[src/rtl/reg_seq_pkg.sv]
//------------------------------------------------------------------------------
// reg_seq_pkg
//
// Shared definitions for the register load sequencer:
//   - command op-codes carried on CmdOp
//   - function-select codes driven on FunSel toward the 16-bit target register
//   - FSM state enum and the output-byte select enum
//   - small helpers for op classification and for the target register function
//     (the helper is used by the optional shadow copy of the target)
//------------------------------------------------------------------------------
package reg_seq_pkg;

   // Command op-codes
   localparam logic [2:0] OP_INC    = 3'b000;
   localparam logic [2:0] OP_DEC    = 3'b001;
   localparam logic [2:0] OP_CLR    = 3'b010;
   localparam logic [2:0] OP_LOAD8Z = 3'b011;
   localparam logic [2:0] OP_LOAD8S = 3'b100;
   localparam logic [2:0] OP_LOAD16 = 3'b101;

   // Target register function selects
   localparam logic [2:0] FS_DEC  = 3'b000;
   localparam logic [2:0] FS_INC  = 3'b001;
   localparam logic [2:0] FS_LOAD = 3'b010;
   localparam logic [2:0] FS_CLR  = 3'b011;
   localparam logic [2:0] FS_LDZ  = 3'b100;
   localparam logic [2:0] FS_WLO  = 3'b101;
   localparam logic [2:0] FS_WHI  = 3'b110;
   localparam logic [2:0] FS_LDS  = 3'b111;

   typedef enum logic [2:0] {
      IDLE,
      FETCH_LO,
      ISSUE_LO,
      FETCH_HI,
      ISSUE_HI,
      ISSUE
   } state_t;

   // Which latched byte feeds I[7:0]
   typedef enum logic [1:0] {
      SEL_ZERO,
      SEL_LO,
      SEL_HI
   } isel_t;

   function automatic logic op_is_reserved(input logic [2:0] op);
      return (op == 3'b110) || (op == 3'b111);
   endfunction

   function automatic logic op_needs_byte(input logic [2:0] op);
      return (op == OP_LOAD8Z) || (op == OP_LOAD8S) || (op == OP_LOAD16);
   endfunction

   // FunSel for the byte-less ops (INC / DEC / CLR)
   function automatic logic [2:0] simple_funsel(input logic [2:0] op);
      logic [2:0] fs;
      case (op)
         OP_INC:  fs = FS_INC;
         OP_DEC:  fs = FS_DEC;
         default: fs = FS_CLR;
      endcase
      return fs;
   endfunction

   // Next value of the target register for one enabled cycle
   function automatic logic [15:0] apply_funsel(input logic [15:0] q,
                                                input logic [2:0]  fs,
                                                input logic [15:0] d);
      logic [15:0] n;
      case (fs)
         FS_DEC:  n = q - 16'd1;
         FS_INC:  n = q + 16'd1;
         FS_LOAD: n = d;
         FS_CLR:  n = 16'h0000;
         FS_LDZ:  n = {8'h00, d[7:0]};
         FS_WLO:  n = {q[15:8], d[7:0]};
         FS_WHI:  n = {d[7:0], q[7:0]};
         default: n = {{8{d[7]}}, d[7:0]};
      endcase
      return n;
   endfunction

endpackage

[src/rtl/reg_shadow.sv]
//------------------------------------------------------------------------------
// reg_shadow
//
// Local copy of the 16-bit target register. It applies the same FunSel/I
// function the target sees on every E=1 cycle, so Shadow matches the target
// after each clock edge. ShadowValid rises once the copy has been fully
// defined by a completed CLR, LOAD8Z, LOAD8S or LOAD16 (INC/DEC only modify
// an unknown value, so they cannot validate it).
//
// Ports:
//   Clock        in   rising-edge clock
//   Reset        in   synchronous active-high reset (clears Shadow/ShadowValid)
//   E            in   target enable from the sequencer
//   FunSel[2:0]  in   target function select
//   I[15:0]      in   target data
//   Done         in   command-complete pulse from the sequencer
//   Shadow[15:0] out  mirrored target value
//   ShadowValid  out  Shadow holds a fully defined value
//------------------------------------------------------------------------------
module reg_shadow
   import reg_seq_pkg::*;
(
   input  logic        Clock,
   input  logic        Reset,
   input  logic        E,
   input  logic [2:0]  FunSel,
   input  logic [15:0] I,
   input  logic        Done,
   output logic [15:0] Shadow,
   output logic        ShadowValid
);

   logic defines_value;

   // WHI only carries Done as the last write of a LOAD16
   assign defines_value = (FunSel == FS_CLR) || (FunSel == FS_LDZ) ||
                          (FunSel == FS_LDS) || (FunSel == FS_WHI);

   always_ff @(posedge Clock) begin
      if (Reset) begin
         Shadow      <= 16'h0000;
         ShadowValid <= 1'b0;
      end else if (E) begin
         Shadow <= apply_funsel(Shadow, FunSel, I);
         if (Done && defines_value)
            ShadowValid <= 1'b1;
      end
   end

endmodule

[src/rtl/reg_load_sequencer.sv]
//------------------------------------------------------------------------------
// reg_load_sequencer
//
// Turns a command stream plus a byte stream into enable/function/data cycles
// for a 16-bit target register with an 8-bit data path. Byte loads take one
// (LOAD8Z/LOAD8S) or two (LOAD16, low byte first) bytes; LOAD16 writes the
// low half then the high half in two separate enabled cycles.
//
// Optional feature: define REG_LOAD_SEQUENCER_SHADOW_EN to add a shadow copy
// of the target register (Shadow, ShadowValid ports and the reg_shadow
// instance). The default build has neither.
//
// Ports:
//   Clock         in   rising-edge clock
//   Reset         in   synchronous active-high reset
//   CmdValid      in   command offered
//   CmdOp[2:0]    in   op (INC, DEC, CLR, LOAD8Z, LOAD8S, LOAD16; 110/111 reserved)
//   CmdReady      out  command accepted when CmdValid & CmdReady (IDLE only)
//   ByteValid     in   data byte offered
//   ByteIn[7:0]   in   data byte
//   ByteReady     out  byte accepted when ByteValid & ByteReady (FETCH states)
//   E             out  target enable
//   FunSel[2:0]   out  target function select (LOAD code while idle/fetching)
//   I[15:0]       out  target data, upper byte always zero
//   Done          out  one-cycle pulse on the final enabled cycle of a command
//   Err           out  one-cycle pulse after a reserved op is rejected
//   Shadow[15:0]  out  (SHADOW_EN only) mirrored target value
//   ShadowValid   out  (SHADOW_EN only) Shadow fully defined
//------------------------------------------------------------------------------
module reg_load_sequencer
   import reg_seq_pkg::*;
(
   input  logic        Clock,
   input  logic        Reset,
   input  logic        CmdValid,
   input  logic [2:0]  CmdOp,
   output logic        CmdReady,
   input  logic        ByteValid,
   input  logic [7:0]  ByteIn,
   output logic        ByteReady,
   output logic        E,
   output logic [2:0]  FunSel,
   output logic [15:0] I,
   output logic        Done,
   output logic        Err
`ifdef REG_LOAD_SEQUENCER_SHADOW_EN
   ,
   output logic [15:0] Shadow,
   output logic        ShadowValid
`endif
);

   state_t     state;
   logic [2:0] op_q;
   logic [7:0] lo_byte;
   logic [7:0] hi_byte;
   isel_t      i_sel;
   logic [7:0] i_lo;

   assign CmdReady  = (state == IDLE);
   assign ByteReady = (state == FETCH_LO) || (state == FETCH_HI);

   // I is a select over the latched bytes. The select only changes when an
   // enabled cycle is entered, so I holds its last value through IDLE and
   // the FETCH states, and resets to zero with the bytes.
   always_comb begin
      i_lo = 8'h00;
      case (i_sel)
         SEL_LO:  i_lo = lo_byte;
         SEL_HI:  i_lo = hi_byte;
         default: i_lo = 8'h00;
      endcase
   end

   assign I = {8'h00, i_lo};

   // E/FunSel/Done/Err are registered on entry to the state they belong to,
   // so they are valid for exactly the cycle spent in that state.
   always_ff @(posedge Clock) begin
      if (Reset) begin
         state   <= IDLE;
         op_q    <= OP_INC;
         lo_byte <= 8'h00;
         hi_byte <= 8'h00;
         i_sel   <= SEL_ZERO;
         E       <= 1'b0;
         FunSel  <= FS_LOAD;
         Done    <= 1'b0;
         Err     <= 1'b0;
      end else begin
         E      <= 1'b0;
         FunSel <= FS_LOAD;
         Done   <= 1'b0;
         Err    <= 1'b0;

         case (state)
            IDLE: begin
               if (CmdValid) begin
                  if (op_is_reserved(CmdOp)) begin
                     Err <= 1'b1;
                  end else if (op_needs_byte(CmdOp)) begin
                     op_q  <= CmdOp;
                     state <= FETCH_LO;
                  end else begin
                     op_q   <= CmdOp;
                     state  <= ISSUE;
                     E      <= 1'b1;
                     Done   <= 1'b1;
                     FunSel <= simple_funsel(CmdOp);
                     i_sel  <= SEL_ZERO;
                  end
               end
            end

            FETCH_LO: begin
               if (ByteValid) begin
                  lo_byte <= ByteIn;
                  i_sel   <= SEL_LO;
                  E       <= 1'b1;
                  if (op_q == OP_LOAD16) begin
                     state  <= ISSUE_LO;
                     FunSel <= FS_WLO;
                  end else begin
                     state  <= ISSUE;
                     Done   <= 1'b1;
                     FunSel <= (op_q == OP_LOAD8S) ? FS_LDS : FS_LDZ;
                  end
               end
            end

            ISSUE_LO: begin
               state <= FETCH_HI;
            end

            FETCH_HI: begin
               if (ByteValid) begin
                  hi_byte <= ByteIn;
                  i_sel   <= SEL_HI;
                  state   <= ISSUE_HI;
                  E       <= 1'b1;
                  Done    <= 1'b1;
                  FunSel  <= FS_WHI;
               end
            end

            ISSUE_HI,
            ISSUE: begin
               state <= IDLE;
            end

            default: begin
               state <= IDLE;
            end
         endcase
      end
   end

`ifdef REG_LOAD_SEQUENCER_SHADOW_EN
   reg_shadow u_shadow (
      .Clock       (Clock),
      .Reset       (Reset),
      .E           (E),
      .FunSel      (FunSel),
      .I           (I),
      .Done        (Done),
      .Shadow      (Shadow),
      .ShadowValid (ShadowValid)
   );
`else
   // No shadow copy of the target in this build.
`endif

endmodule

[config.mk]
export PLATFORM = sky130hd
export DESIGN_NAME = reg_load_sequencer
export DESIGN_NICKNAME = d
export VERILOG_FILES = /design/src/rtl/reg_seq_pkg.sv /design/src/rtl/reg_shadow.sv /design/src/rtl/reg_load_sequencer.sv
export SDC_FILE = /design/constraint.sdc
export NUM_CORES = 1
export LEC_CHECK = 0
export BUFFER_PORTS_ARGS = -buffer_cell sky130_fd_sc_hd__buf_2
export CAP_MARGIN = 40
export CORE_MARGIN = 2
export CORE_UTILIZATION = 45
export CTS_CLUSTER_DIAMETER = 50
export DETAILED_ROUTE_END_ITERATION = 10
export GPL_TIMING_DRIVEN = 0
export PLACE_DENSITY = 0.71
export SYNTH_ARGS = -nofsm -noshare
export SYNTH_HDL_FRONTEND = slang
export SYNTH_SLANG_ARGS = --single-unit
[constraint.sdc]
create_clock -name Clock -period 1.7 [get_ports Clock]
set_clock_uncertainty 0.05 [all_clocks]
set_input_delay 0.17 -clock Clock [delete_from_list [all_inputs] [get_ports Clock]]
set_output_delay 0.17 -clock Clock [all_outputs]
set_load 0.05 [all_outputs]
Word level (Yosys, flattened, before mapping)
Cells that the tools add are included.
- bits in registers: 30
- input bits: 15
- output and inout bits: 24
- logic and storage cells: 76
- eq/ne operators: 18
- muxes and demuxes: 32
- bitwise operators: 3
- reductions and logical operators: 14
- operators by type and width (kind ; number):
    2-to-1 mux 3 bit ; 8
    2-to-1 mux 2 bit ; 10
    equality test 3 bit (second input constant) ; 6
    case mux 8 bit (2 select lines) ; 1
    case mux 3 bit (4 select lines) ; 1
    != test 2 bit (second input constant) ; 5
    equality test 3 x 2 -> 1 bit (second input constant) ; 3
    case mux 3 bit (3 select lines) ; 1
    2-to-1 mux 1 bit ; 7
    equality test 3 x 1 -> 1 bit (second input constant) ; 2
    zero test 3 bit ; 2
    case mux 2 bit (3 select lines) ; 1
    AND reduction 6 bit ; 1
    logical OR 1 bit ; 4
    case mux 2 bit (2 select lines) ; 1
    AND reduction 2 bit ; 2
    AND reduction 4 bit ; 1
    NOT 1 bit ; 3
    case mux 1 bit (3 select lines) ; 1
    AND reduction 3 bit ; 1
    nonzero test 3 bit ; 1
    OR reduction 3 bit ; 1
    equality test 2 x 1 -> 1 bit (second input constant) ; 1
    equality test 2 bit (second input constant) ; 1
    other kinds (2) ; 2

Depth between registers and ports, before layout
- depth in word-level cells: 7
- gate-level depth with buffers: 5
- depth with buffers taken out: 4

Least setup slack after synthesis
OpenSTA, ideal clock, no wires.
- path type: flip-flop to flip-flop
- from: register state[1]
- to: register i_sel[0]
- setup time: 71 ps
- arrival time: 2168 ps
- required time: 1579 ps
- path slack: -590 ps
- cell stages (with the launch flop): 6
- path buffers: 1
- clock period less this slack: 2290 ps
- path through: dfxtp_1 > buf_4 > nor3_1 > a21boi_0 > o21ai_0 > a21oi_1
- cells in the longest elaborated chain, start to end: 3
- elaborated cells on any way between the ends: 11
- classes of those cells: 7 x eq/ne; 1 x mux; 3 x reduce/logical
- ends and longest elaborated chain (item ; line ; text):
    from (decl) ; reg_load_sequencer.sv:53 ; state_t state;
    from (signal assigned) ; reg_load_sequencer.sv:81 ; state <= IDLE;
    from (signal assigned) ; reg_load_sequencer.sv:103 ; state <= FETCH_LO;
    from (signal assigned) ; reg_load_sequencer.sv:106 ; state <= ISSUE;
    zero test 3 bit (*) ; - ;
    via CmdReady ; reg_load_sequencer.sv:37 ; output logic CmdReady,
    != test 2 bit (no source line) or nonzero test 3 bit (tied branches) ; - ;
    AND reduction 6 bit (no source line) ; - ;
    to (signal assigned) ; reg_load_sequencer.sv:85 ; i_sel <= SEL_ZERO;
    to (signal assigned) ; reg_load_sequencer.sv:110 ; i_sel <= SEL_ZERO;
    to (signal assigned) ; reg_load_sequencer.sv:118 ; i_sel <= SEL_LO;
    to (decl) ; reg_load_sequencer.sv:57 ; isel_t i_sel;
The timed path passes the listed nets; every way through them passes the cells marked *.
A chain may end at the register's enable or synchronous reset.

Worst setup path after layout
- from: register state[0]
- to: output port ByteReady
- cells in the longest elaborated chain, start to end: 2
- elaborated cells on any way between the ends: 3
- classes of those cells: 2 x eq/ne; 1 x reduce/logical
- ends and longest elaborated chain (item ; line ; text):
    equality test 3 x 1 -> 1 bit or equality test 3 x 2 -> 1 bit (tied branches) ; reg_load_sequencer.sv:61 ; assign ByteReady = (state == FETCH_LO) || (state == FETCH_HI);
    logical OR 1 bit (*) ; reg_load_sequencer.sv:61 ;
    to (decl) ; reg_load_sequencer.sv:40 ; output logic ByteReady,
Every way passes the cells marked *; elsewhere a longest branch is shown, timed or not.

==> results.md <==
* Status: finished, final reports clean
* Initial Util at 48.0%
* Die area at 0.00342 mm2
* Initial drt markers at 67
* Clk root buf: clkbuf_4
* CTS hold repair buffers at 0
* Total congestion overflow at 0
* Seq/Total Area, Yosys at 45.0%
* Placed Area at about 0.0016 mm2
* Startpoint Class: flop
* Largest net degree at the start of global routing at 11
* Synthesized area at ~0.0013 mm2
* Max-cap viol count at 0
* First-pass GRT wire length at roughly 5.1 mm
* Worst Hold Class: in2reg
* P&R area growth vs syn at 27.3%
* Num rows at 19
* FF-to-FF Start: state[0]
* Vias in the first global route at roughly 1.2k
* Ys Warns at 0
* Deepest level of the CTS H-tree at 2
* Tcrit/Tclk final at 96.6%
* Post-placement cell count at 234
* Antenna Nets Post-Route at 0
* Worst ir drop on vdd at approximately 0.65 mV
* Via density at around 5.3
* DRT Pass-1 Iters at 4
* Synth Register Bits at 30
* DR WL/cell at between 10 and 15 um
* Clock Tree Buf Depth at 2
* Final Slew Violations at 0
* Delay-heaviest family, CP: flip-flops
* CP cell instances: nor2b_2 -> buf_2
* # DRC at 0
* Critical path buffers and inverters at 1
* Setup violators final at 0
* Slew @ Worst Pin at between 600 and 700 ps
* PwrDens at ~900 mW/mm2
* CP max stage delay at roughly 490 ps
* Post CTS Setup Buffer Count at 0
* Cell Count, Final, Fillers Out at 239
* Setup CP Type: reg2out
* Synth Instances at about 170
* Worst Slack Setup Final at ~57 ps
* Final instance area at around 0.0017 mm2
* Crit path max fanout at 9
* RePlAce Congestion at about 0.84
* Worst-Skew Late Latency at 320 ps
* PortBufs at 29
* Detailed Route WL at around 3 mm
* Leakage at approximately 0.67 nW
* Seq. cell area at roughly 610 um2
* Die W at between 50 and 60 um
* Final Net Count at approximately 220
* Util after Layout at between 60% and 70%
* HP Start: ByteIn[4]
* Worst slew margin at 58.8%
* R2R depth at 4
* Layout cells sized above 1 at between 30% and 40%
* Worst reg2reg endpoint: hi_byte[6]
* CTS Buf Count at 5
* Total power at 1.53 mW
* Final min period at 1640 ps
* CTS tree: yes
* Mapped Avg Cell Area at roughly 8.0 um2
* Detailed placer's ending HPWL at 2.20 mm
* CP endpoint kind: output port
* Initial antenna violation count at 0
* Diode count at 0
* GR Util All Layers at about a fifth
* Internal reg-to-reg setup slack at around 110 ps
* Core ar. at 0.00278 mm2
* Layout fillers at 247
* Hold path cells at 3
* CP max stage cell: dfxtp_1
* Hold endpoint: lo_byte[4]
* Multi-input logic area at a little over 700 um2
* Die height at about 60 um
* Critical path arrival at ~1400 ps
* CP Data Required Time at 1480 ps
* Clock slew at reported path FFs at 90 ps
* Via count at approximately 1.3k
* Hold Vio Cnt, Final at 0
* Place WS at roughly 120 ps
* Max Freq at approximately 610 MHz
* Netlist cell types at 30
* # IOs at 39
* Sink Count at 30
==> how the worst max path moves through the flow <==
stage | endpoint | cells past startpoint | from
2_1_floorplan | i_sel[1] | 4 | state[2]
3_3_place_gp | FunSel[0] | 4 | state[0]
3_5_place_dp | FunSel[0] | 4 | state[0]
6_report | ByteReady | 2 | state[0]
4_1_cts | I[1] | 5 | i_sel[0]
5_1_grt | I[7] | 5 | i_sel[0]
==> worst min-delay path, delay by kind of cell <==
kind,cells,cell delay [ps]
AND/OR/NAND/NOR,1,50
AO/OA/AOI/OAI,1,50
buffers and inverters,1,110
==> flip-flops by register name, indices dropped and copies added (netlist names) <==
| register | flops |
|---|---|
| Done | 1 |
| E | 1 |
| Err | 1 |
| FunSel | 3 |
| hi_byte | 8 |
| i_sel | 2 |
| lo_byte | 8 |
| op_q | 3 |
| state | 3 |
==> cells in the mapped netlist (all sizes together) <==
library cell | number | area [um2]
nand3b | 1 | 7.51
or2 | 1 | 6.26
o32a | 1 | 10.0
inv | 4 | 15.0
a21oi | 19 | 98.9
mux2i | 2 | 20.0
buf | 10 | 71.3
and2b | 2 | 15.0
o21ai | 4 | 20.0
nor2b | 3 | 18.8
dfxtp | 30 | 601
ha | 2 | 25.0
conb | 1 | 3.75
or4b | 1 | 13.8
nand2 | 36 | 135
a21boi | 1 | 7.51
nor2 | 19 | 78.8
nor3 | 7 | 35.0
a21o | 1 | 8.76
nand3 | 2 | 10.0
nand2b | 2 | 12.5
clkbuf | 5 | 18.8
a221o | 1 | 10.0
a22oi | 9 | 67.6
o2bb2ai | 1 | 8.76
o211ai | 1 | 7.51
o21a | 1 | 7.51
==> stage by stage <==
stage	hold WS (ps)	setup TNS [ps]
after floorplan	256	-250
after global placement	372	0
after detailed placement	381	0
after CTS	34.0	0
after global routing	33.3	-15.2
final	36.6	0
==> metal layers <==
| metal | vias up | GRT usage, % | wire (um) | part of all wire, % |
|---|---|---|---|---|
| met2 | 41 | 31.5 | 1460 | 48 |
| met3 | 5 | 5.93 | 194 | 6.3 |
| met1 | 592 | 24.2 | 1370 | 45 |
| li1 | 627 | - | - | - |
| met5 | - | 0 | 0 | 0 |
| met4 | 0 | 9.63 | 37 | 1.2 |
==> layout make-up <==
type                            instances  area share (%)
Clock buffer                            7            3.24
Timing Repair Buffer                   29            10.2
Sequential cell                        30            35.7
Clock inverter                          1           0.295
Inverter                                4           0.884
Buffer                                 12            4.64
Multi-Input combinational cell        125            42.8
Tap cell                               31            2.28
==> kinds of logic (layout without fill, tap and decap cells) <==
kind of cell,after synthesis,after routing,share of synthesized area (%)
buffers and inverters,19,53,7.88
adders and majority gates,2,2,1.88
AOI/OAI and AO/OA,39,39,18.5
other,1,8,0.281
DFF,30,30,45.0
and+or+nand+nor,74,74,25.0
muxes,2,2,1.50
==> power breakdown <==
group	switching [mW]	total (mW)	internal, mW	leakage, nW
Clock	0.236	0.436	0.200	0.0353
Combinational	0.224	0.329	0.105	0.390
Sequential	0.0261	0.762	0.736	0.245
==> timing repair <==
action / 4_1_cts / 5_1_grt
cloned: 0 / 0
endpoints found under the setup margin: 8 / 21
pin swaps: 0 / 2
resized for setup: 10 / 17
==> cells in the final DEF, fill, tap and decap left out, types with 2 or more instances in the layout <==
master,netlist,routed
nand2b_1,2,2
mux2i_1,2,2
a22oi_2,0,6
ha_4,0,2
clkbuf_1,5,4
a21oi_1,18,18
nand2_1,36,36
dfxtp_1,30,28
conb_1,1,8
and2b_1,2,2
clkbuf_4,0,5
nor3_1,7,6
nor2b_1,3,2
nor2_2,0,2
nor2_1,18,16
o21ai_0,4,4
buf_4,9,15
inv_1,4,3
buf_6,0,2
a22oi_1,9,3
buf_2,0,21
Note: power is estimated with default switching activity, not from simulation.
